File: src/rtl/q_op_timing_queue.sv
// q_op_timing_queue
//   Timed issue buffer placed after the quantum register decoder. Incoming
//   220-bit qubit operation vectors are queued together with a relative wait
//   and their end-of-sequence flag. Each vector is then released as a
//   one-cycle fire strobe, spaced from the previous fire by (wait + 1) cycles.
//   The block also flags timeline breaks (underrun) and counts fires.
//
// Ports
//   clk          clock, all logic on the rising edge
//   rst          synchronous active-high reset
//   op_valid     upstream offers an op vector
//   op_ready     queue can accept (not full); depends on occupancy only
//   op_vec       220-bit qubit op vector
//   op_wait      gap W: this op fires W+1 cycles after the previous fire
//   op_last      final op of a sequence; an empty queue after it is not an underrun
//   run_en       1 = timeline runs, 0 = countdown and issue frozen
//   flush        drop all queued ops and return to idle
//   clear_err    clear the sticky underrun flag
//   q_fire_valid registered one-cycle fire strobe
//   q_fire_vec   registered issued vector; holds its value between fires
//   underrun     sticky: a non-last op fired and left the queue empty
//   fire_cnt     fires since reset/flush, wraps at 2^16
//   level        current FIFO occupancy
module q_op_timing_queue #(
  parameter int DEPTH  = 4,
  parameter int WAIT_W = 16
) (
  input  logic                       clk,
  input  logic                       rst,
  input  logic                       op_valid,
  output logic                       op_ready,
  input  logic [219:0]               op_vec,
  input  logic [WAIT_W-1:0]          op_wait,
  input  logic                       op_last,
  input  logic                       run_en,
  input  logic                       flush,
  input  logic                       clear_err,
  output logic                       q_fire_valid,
  output logic [219:0]               q_fire_vec,
  output logic                       underrun,
  output logic [15:0]                fire_cnt,
  output logic [$clog2(DEPTH):0]     level
);

  localparam int AW = $clog2(DEPTH);
  localparam int LW = AW + 1;

  typedef enum logic {S_IDLE, S_COUNT} state_t;

  // Queue storage: vector, wait and last flag share one write pointer.
  logic [219:0]      mem_vec_q  [DEPTH];
  logic [WAIT_W-1:0] mem_wait_q [DEPTH];
  logic              mem_last_q [DEPTH];

  state_t            state_q, state_d;
  logic [WAIT_W-1:0] cnt_q, cnt_d;
  logic [AW-1:0]     wr_ptr_q, wr_ptr_d;
  logic [AW-1:0]     rd_ptr_q, rd_ptr_d;
  logic [LW-1:0]     level_q, level_d;
  logic              fire_valid_q, fire_valid_d;
  logic [219:0]      fire_vec_q, fire_vec_d;
  logic              underrun_q, underrun_d;
  logic [15:0]       fire_cnt_q, fire_cnt_d;

  logic              push, pop;
  logic [AW-1:0]     rd_next;

  // Pointer arithmetic wraps naturally because DEPTH is a power of two.
  assign rd_next  = rd_ptr_q + AW'(1);
  assign op_ready = (level_q != LW'(DEPTH));

  always_comb begin
    push         = op_valid && op_ready && !flush;
    pop          = 1'b0;
    state_d      = state_q;
    cnt_d        = cnt_q;
    wr_ptr_d     = wr_ptr_q;
    rd_ptr_d     = rd_ptr_q;
    level_d      = level_q;
    fire_valid_d = 1'b0;
    fire_vec_d   = fire_vec_q;
    fire_cnt_d   = fire_cnt_q;
    // A fire that sets underrun later in this block overrides the clear.
    underrun_d   = underrun_q & ~clear_err;

    if (flush) begin
      state_d    = S_IDLE;
      cnt_d      = '0;
      wr_ptr_d   = '0;
      rd_ptr_d   = '0;
      level_d    = '0;
      fire_cnt_d = '0;
    end else begin
      case (state_q)
        S_IDLE: begin
          // Uses the registered level, so a same-cycle push is seen next cycle.
          if (run_en && level_q != '0) begin
            cnt_d   = mem_wait_q[rd_ptr_q];
            state_d = S_COUNT;
          end
        end
        S_COUNT: begin
          if (run_en) begin
            if (cnt_q != '0) begin
              cnt_d = cnt_q - WAIT_W'(1);
            end else begin
              pop          = 1'b1;
              fire_valid_d = 1'b1;
              fire_vec_d   = mem_vec_q[rd_ptr_q];
              fire_cnt_d   = fire_cnt_q + 16'd1;
              // Chain straight into the next entry so spacing stays W+1.
              if (level_q >= LW'(2)) begin
                cnt_d = mem_wait_q[rd_next];
              end else begin
                state_d = S_IDLE;
                if (!mem_last_q[rd_ptr_q]) underrun_d = 1'b1;
              end
            end
          end
        end
        default: state_d = S_IDLE;
      endcase

      if (push) wr_ptr_d = wr_ptr_q + AW'(1);
      if (pop)  rd_ptr_d = rd_next;
      level_d = level_q + LW'(push) - LW'(pop);
    end
  end

  always_ff @(posedge clk) begin
    if (rst) begin
      state_q      <= S_IDLE;
      cnt_q        <= '0;
      wr_ptr_q     <= '0;
      rd_ptr_q     <= '0;
      level_q      <= '0;
      fire_valid_q <= 1'b0;
      fire_vec_q   <= '0;
      underrun_q   <= 1'b0;
      fire_cnt_q   <= '0;
    end else begin
      state_q      <= state_d;
      cnt_q        <= cnt_d;
      wr_ptr_q     <= wr_ptr_d;
      rd_ptr_q     <= rd_ptr_d;
      level_q      <= level_d;
      fire_valid_q <= fire_valid_d;
      fire_vec_q   <= fire_vec_d;
      underrun_q   <= underrun_d;
      fire_cnt_q   <= fire_cnt_d;
    end
  end

  // Storage is not reset: contents are only ever read behind a valid level.
  always_ff @(posedge clk) begin
    if (push && !rst) begin
      mem_vec_q[wr_ptr_q]  <= op_vec;
      mem_wait_q[wr_ptr_q] <= op_wait;
      mem_last_q[wr_ptr_q] <= op_last;
    end
  end

  assign q_fire_valid = fire_valid_q;
  assign q_fire_vec   = fire_vec_q;
  assign underrun     = underrun_q;
  assign fire_cnt     = fire_cnt_q;
  assign level        = level_q;

endmodule

File: config.mk
export PLATFORM = sky130hd
export DESIGN_NAME = q_op_timing_queue
export DESIGN_NICKNAME = d
export VERILOG_FILES = /design/src/rtl/q_op_timing_queue.sv
export SDC_FILE = /design/constraint.sdc
export NUM_CORES = 1
export LEC_CHECK = 0
export BUFFER_PORTS_ARGS = -buffer_cell sky130_fd_sc_hd__buf_4
export CAP_MARGIN = 20
export CORE_MARGIN = 5
export CORE_UTILIZATION = 61
export CTS_BUF_LIST = sky130_fd_sc_hd__clkbuf_2 sky130_fd_sc_hd__clkbuf_4 sky130_fd_sc_hd__clkbuf_8
export DETAILED_ROUTE_END_ITERATION = 10
export PLACE_DENSITY = 0.81
export SLEW_MARGIN = 20
export SYNTH_ARGS = -nofsm -noshare
export SYNTH_HDL_FRONTEND = slang
export SYNTH_SLANG_ARGS = --single-unit
export TNS_END_PERCENT = 10
File: constraint.sdc
create_clock -name clk -period 8.3 [get_ports clk]
set_input_delay 0.83 -clock clk [delete_from_list [all_inputs] [get_ports clk]]
set_output_delay 0.83 -clock clk [all_outputs]
set_load 0.01 [all_outputs]
After elaboration in Yosys (flattened, before gate mapping). Memory sizes are Yosys's and may differ from the RTL's. A register that Yosys moved wholly into a read port is not among the register bits. Cells that the tools add are included.

Flip-flop bits (word level): 42. Memory bits (writable): 948. Input port bits: 243. Output and inout bits: 242. Word-level logic and storage cells: 65. Memories kept: 3.

Add/subtract/negate cells: 6. Order comparisons: 1. Equality and inequality tests: 4. Muxes and demuxes: 26. Bitwise operators: 5. Reductions and logical operators: 12.

Memory list: mem_vec_q (words 4, bits a word 220, read ports 1, clocked after Yosys merged registers in 1, wr ports 1, line 51) `logic [219:0] mem_vec_q [DEPTH];`; mem_wait_q (words 4, bits a word 16, read ports 2, clocked after Yosys merged registers in 1, wr ports 1, line 52) `logic [WAIT_W-1:0] mem_wait_q [DEPTH];`; mem_last_q (words 4, bits a word 1, read ports 1, clocked after Yosys merged registers in 1, wr ports 1, line 53) `logic mem_last_q [DEPTH];`.

Operator list (number): 16-bit 2-to-1 mux (4); 16-bit case mux with 2 select lines (1); 16-bit by 1-bit adder with 16-bit output, second input constant (1); 1-bit 2-to-1 mux (16); 16-bit nonzero test (1); 16-bit by 1-bit subtractor with 16-bit output, second input constant (1); 2-bit 2-to-1 mux (4); 3-bit AND reduction (2); 2-bit by 1-bit adder with 2-bit output, second input constant (2); 1-bit logical AND (4); 2-bit inequality test, second input constant (2); 1-bit inverter (4); 4-bit AND reduction (1); 3-bit by 1-bit adder with 3-bit output (1); 3-bit by 2-bit greater-or-equal comparator with 1-bit output, second input constant (1); 3-bit by 1-bit inequality test with 1-bit output, second input constant (1); 3-bit inequality test, second input constant (1); 3-bit nonzero test (1); 3-bit by 1-bit subtractor with 3-bit output (1); 1-bit logical NOT (2); 1-bit case mux with 2 select lines (1); 2-bit OR reduction (1); 1-bit AND (1).

Depth between registers and ports, before layout. Gate-level depths: netlist of run 1.

Depth after elaboration: 8. Mapped depth: 11. Mapped depth without buffers: 11.

Worst setup path after synthesis of run 1. No wires, ideal clock.

Kind: input port to flip-flop. Start: input rst. End: memory mem_last_q[0] (enable). Setup time: 0.629 ns. Data arrival time: 7.019 ns. Required time: 7.671 ns. Path slack: 0.652 ns. Cell stages on the path: 5. Path buffers: 2. Path through: clkbuf_1 > or2_2 > clkbuf_1 > nor2_1 > and2_1.

Cells in the longest elaborated chain, start to end: 4.

Ends and longest elaborated chain: start, declared (line 29) `input logic rst,`; 1-bit logical NOT (line 156) `if (push && !rst) begin`; 1-bit logical AND (line 156); 1-bit 2-to-1 mux (line 156); 1-bit 2-to-1 mux (not written as such) (line 159) `mem_last_q[wr_ptr_q] <= op_last;`; end, declared (line 53).

No other way between the ends.

Worst setup path after layout of run 1.
Start: register cnt_q[0]. End: register fire_vec_q[93], in the netlist q_fire_vec[93] (read register of mem_vec_q).

Cells in the longest elaborated chain, start to end: 3.

Ends and longest elaborated chain: start, declared (line 56) `logic [WAIT_W-1:0] cnt_q, cnt_d;`; start signal, assigned (line 143) `cnt_q <= cnt_d;`; 16-bit nonzero test (line 104) `if (cnt_q != '0) begin`; 1-bit inverter (no line); 4-bit AND reduction (no line); end, declared (line 61) `logic [219:0] fire_vec_q, fire_vec_d;`.

No other way between the ends. A chain may end at the register's enable or synchronous reset.

==> run metrics, run 1 <==
DP Worst Slack=4.27 ns; fraction of layout cells with a size suffix above 1=40.7%; run status=finished clean; Post-synth EDFFs=948; Die W=283 um; vias in the first global route=25900; initial antenna violation count=19; sequential share of the synthesized area=74.5%; Synth Instances=2529; Final Setup Violations=0; worst flop-to-flop path startpoint=cnt_q[0]; GRT Total Usage=24.8%; setup tns final=0 ns; post-route minimum period=3.68 ns; WHS Path Cells=1; largest net degree at the start of global routing=150; Worst-path clk slew=0.06 ns; Yosys warning count=0; flops & latches, synth=1212; layout net count=3326; H-tree level count=4; peak per-stage delay on the critical path=0.92 ns; first-pass GRT wire length=151000 um; CTS buffer count=183; CTS tree=done; io pins=485; Lkg Pwr=17.7 nW; crit path max fanout=51; Synth Flop Type=edfxtp_1; post-DR wirelength/cell=23.7 um; area of the multi-input gates=10700 sq um; WP data required=9.00 ns; top post-synthesis cells by count=edfxtp_1, nand2_1, dfxtp_1, mux4_2, a21oi_1; Mapped Area=45300 sq um; syn nets=2783; most common cell in the synthesized netlist=edfxtp_1; CP arrival=4.39 ns; fmax=0.271 GHz; reg2reg setup slack=4.62 ns; CTS Buffer Depth=3; Detailed Route WL=99700 um; GRT Residual Overflow=0; Worst-Margin Slew=1.15 ns; total vias in the final route=24800; CP dominant cell by count=nor4b_2; Pwr Density=222 nW/um^2; RSZ-0062 raised after global routing=no; # resized after CTS=0; dpl hpwl=58900 um; Synth top area share=62.8%; mean area per synthesized cell=17.9 sq um; Max Clock Skew=0.0533 ns; root buffer cell=clkbuf_8; top cells by area, synth=edfxtp_1, mux4_2, dfxtp_1; DRT antenna net count=0; post-synth cell types=56; # fillers=4360; Hold Path End=mem_vec_q[0][164]; Worst Reg2Reg Path Length in Cells=8; Setup CP Type=register to register; Reg area=33800 sq um; biggest area consumer among synthesized cells=edfxtp_1; Starting Density=61.2%; DRC violations left=0; CORE AREA=74100 sq um; Clock Latency Late Sink=0.82 ns; clock sink total=1212; worst min-delay path category=input pin to register; Final Hold Fails=0; R2R Path End=q_fire_vec[93]; Slew Limit Headroom=23.5%; drt pass-1 iters=5; Die ar.=79800 sq um; Post-Place Cell Area=49700 sq um; CTS Hold Buffers Added=0; PnR worst setup slack=4.62 ns; worst min-delay path startpoint=op_vec[164]; Max VDD drop=0.243 mV; critical path's slowest cell=and4b_4; Post-CTS Setup Bufs=0; worst-path cell chain=inv_1 > ha_1 > nor4b_2 > nor4b_2 > and4b_4 > buf_4 > nand2_2 > a21oi_2; MaxCap Viol Count=0; crit start category=register; Tcrit/Tclk final=44.4%; # rows=100; design area=53600 sq um; Final Max Tran Viols=0; I/O Buffers=484; Die Y=283 um; Post-Route Utilization=72.4%; first-iteration detailed-routing DRC count=1900; gpl congestion=0.840; ys async rst share=0%; CP endpoint kind=register; Layout area overhead=18.3%; vias per cell=5.88
## state kept, by name (all words and copies together), names as in the netlist, named ones only
| name | count |
|---|---|
| cnt_q | 16 |
| fire_cnt | 16 |
| level | 3 |
| mem_last_q | 4 |
| mem_vec_q | 880 |
| mem_wait_q | 64 |
| q_fire_valid | 1 |
| q_fire_vec | 220 |
| rd_ptr_q | 2 |
| state_q | 1 |
| underrun | 1 |
| wr_ptr_q | 2 |
## worst max path at each step
stage | start | to | slack (ns) | cells past startpoint
final | cnt_q[0] | q_fire_vec[93] | 4.62 | 8
after global routing | cnt_q[0] | q_fire_vec[93] | 4.42 | 8
after CTS | cnt_q[0] | q_fire_vec[93] | 4.59 | 8
after detailed placement | rst | mem_vec_q[1][16] | 4.27 | 5
after global placement | rst | mem_vec_q[1][16] | 4.27 | 5
after floorplan | rst | mem_last_q[0] | 0.65 | 5
## critical path, delay by kind of cell (launching register included)
family	cells	cell delay, ns
AOI/OAI and AO/OA	1	0.19
adders and majority gates	1	0.17
buffers and inverters	2	0.99
and+or+nand+nor	4	1.78
DFF	1	0.33
## per-stage QoR
stage,instances,power [mW],hold slack [ns]
global placement,3856,7.01,0.439
global route,4207,12.4,0.146
CTS,4200,12.0,0.119
finish,4214,11.9,0.216
floorplan,2529,6.86,0.469
detailed placement,3856,7.03,0.447
## per-layer routing
layer  track usage [%]  vias up  part of all wire, %
li1                  -    10900                    -
met1              32.2    12600                   37
met2              40.7     1038                   51
met3              7.77      209                  9.1
met4              8.46       14                  3.0
met5                 0        -                0.076
## where the power goes
part,switching (mW),internal [mW],total (mW)
combinational,0.161,0.126,0.287
sequential,0.0155,6.60,6.61
clock,2.25,2.77,5.02
## final cells by class
cell class	instances	share of cell area, %
antenna	14	0.0653
clock buffer	277	6.33
clock inverter	67	0.945
inverter	15	0.105
multi-input combinational	1153	20.0
sequential	1212	63.0
tap	969	2.26
timing repair buffer	507	7.35
## cell families after synthesis
family / count (synthesis) / synth area share [%]
xor gates and xnor gates: 13 / 0.251
and+or+nand+nor: 556 / 5.73
adders and majority gates: 11 / 0.320
DFF: 1212 / 74.5
buffers and inverters: 164 / 1.94
AOI/OAI and AO/OA: 318 / 4.66
muxes: 255 / 12.6
## layout by cell type, fill, tap and decap left out, types with 11 or more instances in the layout
cell type / n
mux4_2: 253
clkinv_2: 18
clkbuf_8: 210
clkinv_1: 29
o21ai_0: 29
buf_4: 495
dfxtp_1: 262
a21oi_1: 142
nor2_1: 19
diode_2: 14
or3_1: 15
edfxtp_1: 948
nand2_2: 110
a21oi_2: 109
nand2_1: 346
clkbuf_4: 67
inv_1: 15
nand3_1: 11
(Power assumes the default switching activity.)
==> run 2, diff against run 1 <==
==> constraint.sdc (replaced) <==
create_clock -name clk -period 3.79 [get_ports clk]
set_input_delay 0.379 -clock clk [delete_from_list [all_inputs] [get_ports clk]]
set_output_delay 0.379 -clock clk [all_outputs]
set_load 0.01 [all_outputs]
==> run 2 against run 1 <==
Highest routed layer unchanged. Global-route usage up 2.8 points. Critical path type unchanged. Count of clock-buffer cells in the layout down 2. Non-clock buffer count up 285.
==> run metrics, run 2 (same netlist as run 1, synthesis figures left out) <==
reg2reg setup slack=0.90 ns (-3.72 ns); worst min-delay path category=input pin to register; PnR worst setup slack=0.899 ns (-3.72 ns); Max VDD drop=0.342 mV (+41%); CP endpoint kind=register; Die Y=283 um (unchanged); vias in the first global route=27800 (+7.3%); WP data required=4.51 ns (-4.49 ns); Die ar.=79800 sq um (unchanged); layout net count=3609 (+8.5%); vias per cell=5.88 (about the same); Final Max Tran Viols=0 (unchanged); Worst-Margin Slew=1.06 ns (-0.0843 ns); CP arrival=3.61 ns (-0.78 ns); fmax=0.346 GHz (+27%); drt pass-1 iters=6 (+1); Worst Reg2Reg Path Length in Cells=5 (-3); # resized after CTS=0 (unchanged); DP Worst Slack=0.862 ns (-3.40 ns); Clock Latency Late Sink=0.84 ns (+0.02 ns); Setup crit start=cnt_q[4]; design area=56500 sq um (+5.4%); # rows=100 (unchanged); initial antenna violation count=14 (-5); GRT Total Usage=27.7% (+2.8 points); first-pass GRT wire length=167000 um (+11%); MaxCap Viol Count=0 (unchanged); Post-Route Utilization=76.3% (+3.9 points); Die W=283 um (unchanged); crit start category=register; commonest non-fill, non-tap cell in the layout=edfxtp_1; R2R Path End=fire_cnt[6]; worst flop-to-flop path startpoint=cnt_q[4]; gpl congestion=0.829 (-1.3%); root buffer cell=clkbuf_8; Detailed Route WL=111000 um (+11%); CTS buffer count=181 (-1.1%); run status=finished clean; met3 routed WL=9070 um (-0.26%); Tcrit/Tclk final=76.3% (+32 points); DRC violations left=0 (unchanged); I/O Buffers=484 (unchanged); first-iteration detailed-routing DRC count=2478 (+30%); largest net degree at the start of global routing=144 (-4.0%); WHS Path Cells=3 (+2); CTS Buffer Depth=3 (unchanged); clock sink total=1212 (unchanged); GRT Residual Overflow=0 (unchanged); RSZ-0062 raised after global routing=no; WL met2=57800 um (+14%); most frequent cells in the layout=edfxtp_1, buf_4, nand2_1; Lkg Pwr=19.0 nW (+7.1%); Final Hold Fails=0 (unchanged); Hold Path End=cnt_q[14]; crit path max fanout=12 (-76%); Max Clock Skew=0.0601 ns (+0.00678 ns); Slew Limit Headroom=29.2% (+5.6 points); Pwr Density=464 nW/um^2 (+110%); Worst-path clk slew=0.07 ns (about the same); H-tree level count=4 (unchanged); CTS tree=done; Setup CP Type=register to register; Top reg by flops=mem_vec_q; DRT antenna net count=0 (unchanged); worst min-delay path startpoint=flush; fraction of layout cells with a size suffix above 1=38.7% (-2.0 points); Post-Place Cell Area=50300 sq um (+1.2%); Layout area overhead=24.7%; CORE AREA=74100 sq um (unchanged); Starting Density=61.2% (unchanged); post-DR wirelength/cell=24.7 um (+4.2%); total vias in the final route=26400 (+6.7%); # fillers=3869 (-11%); Max Used Layer=met5; Post-Route M1 WL=40400 um (+9.0%); Largest register FFs=880 (unchanged); post-route minimum period=2.89 ns (-0.793 ns); io pins=485 (unchanged); dpl hpwl=66700 um (+13%); Final Setup Violations=0 (unchanged)
-- run 2: changes by cell type in the layout (fill, tap and decap cells not counted), moves of 2 or more --
cell	previous run	this run
clkbuf_4	67	76
buf_4	495	516
clkinv_1	29	25
bufinv_16	4	2
clkbuf_8	210	199
buf_12	10	33
clkinv_2	18	23
diode_2	14	17
inv_8	6	3
dlygate4sd3_1	0	241
-- run 2: worst max-delay path by stage --
stage,end,slack [ns]
6_report,fire_cnt[6],0.90
5_1_grt,fire_cnt[6],0.66
4_1_cts,level[1],0.98
3_5_place_dp,mem_vec_q[3][75],0.86
3_3_place_gp,mem_vec_q[3][77],0.94
2_1_floorplan,mem_last_q[0],-0.72
-- run 2: report_power, final --
part | total (mW) | internal (mW) | switching [mW]
clock network | 10.8 | 5.78 | 5.06
logic | 0.908 | 0.455 | 0.453
registers | 14.5 | 14.4 | 0.0388
-- run 2: stage by stage --
step	cells	hold slack (ns)	total power, mW	TNS [ns]
finish	4497	0.136	26.2	0
global route	4487	0.101	27.1	0
CTS	4480	0.0273	26.3	0
detailed placement	3900	0.446	15.4	0
global placement	3900	0.440	15.4	0
floorplan	2529	0.469	15.0	-686.00
-- run 2: layout make-up --
class	count	area, sq um	share of cell area (%)
well taps	969	1210	2.15
clock buffers	275	3310	5.86
multi-input cells	1153	10700	18.9
inverters	15	56.3	0.0997
repair buffers	792	6970	12.3
flip-flops and latches	1212	33800	59.8
clock inverters	64	443	0.784
diodes	17	42.5	0.0753
-- run 2: worst max-delay path: stages (launching register included) --
cell	delay, ns
dfxtp_1	0.39
nor4_1	0.63
and4_1	0.68
nand4_1	0.46
or3_1	0.49
a21oi_1	0.16
-- run 2: what timing repair did --
item	4_1_cts	5_1_grt
endpoints found under the hold margin	963	0
hold buffers	241	0
setup buffers	0	0
-- run 2: per-layer routing --
metal	vias to the layer above	track usage (%)
li1	11500	-
met1	13400	35.2
met3	241	6.86
met2	1306	47.0
met4	8	9.92
met5	-	0
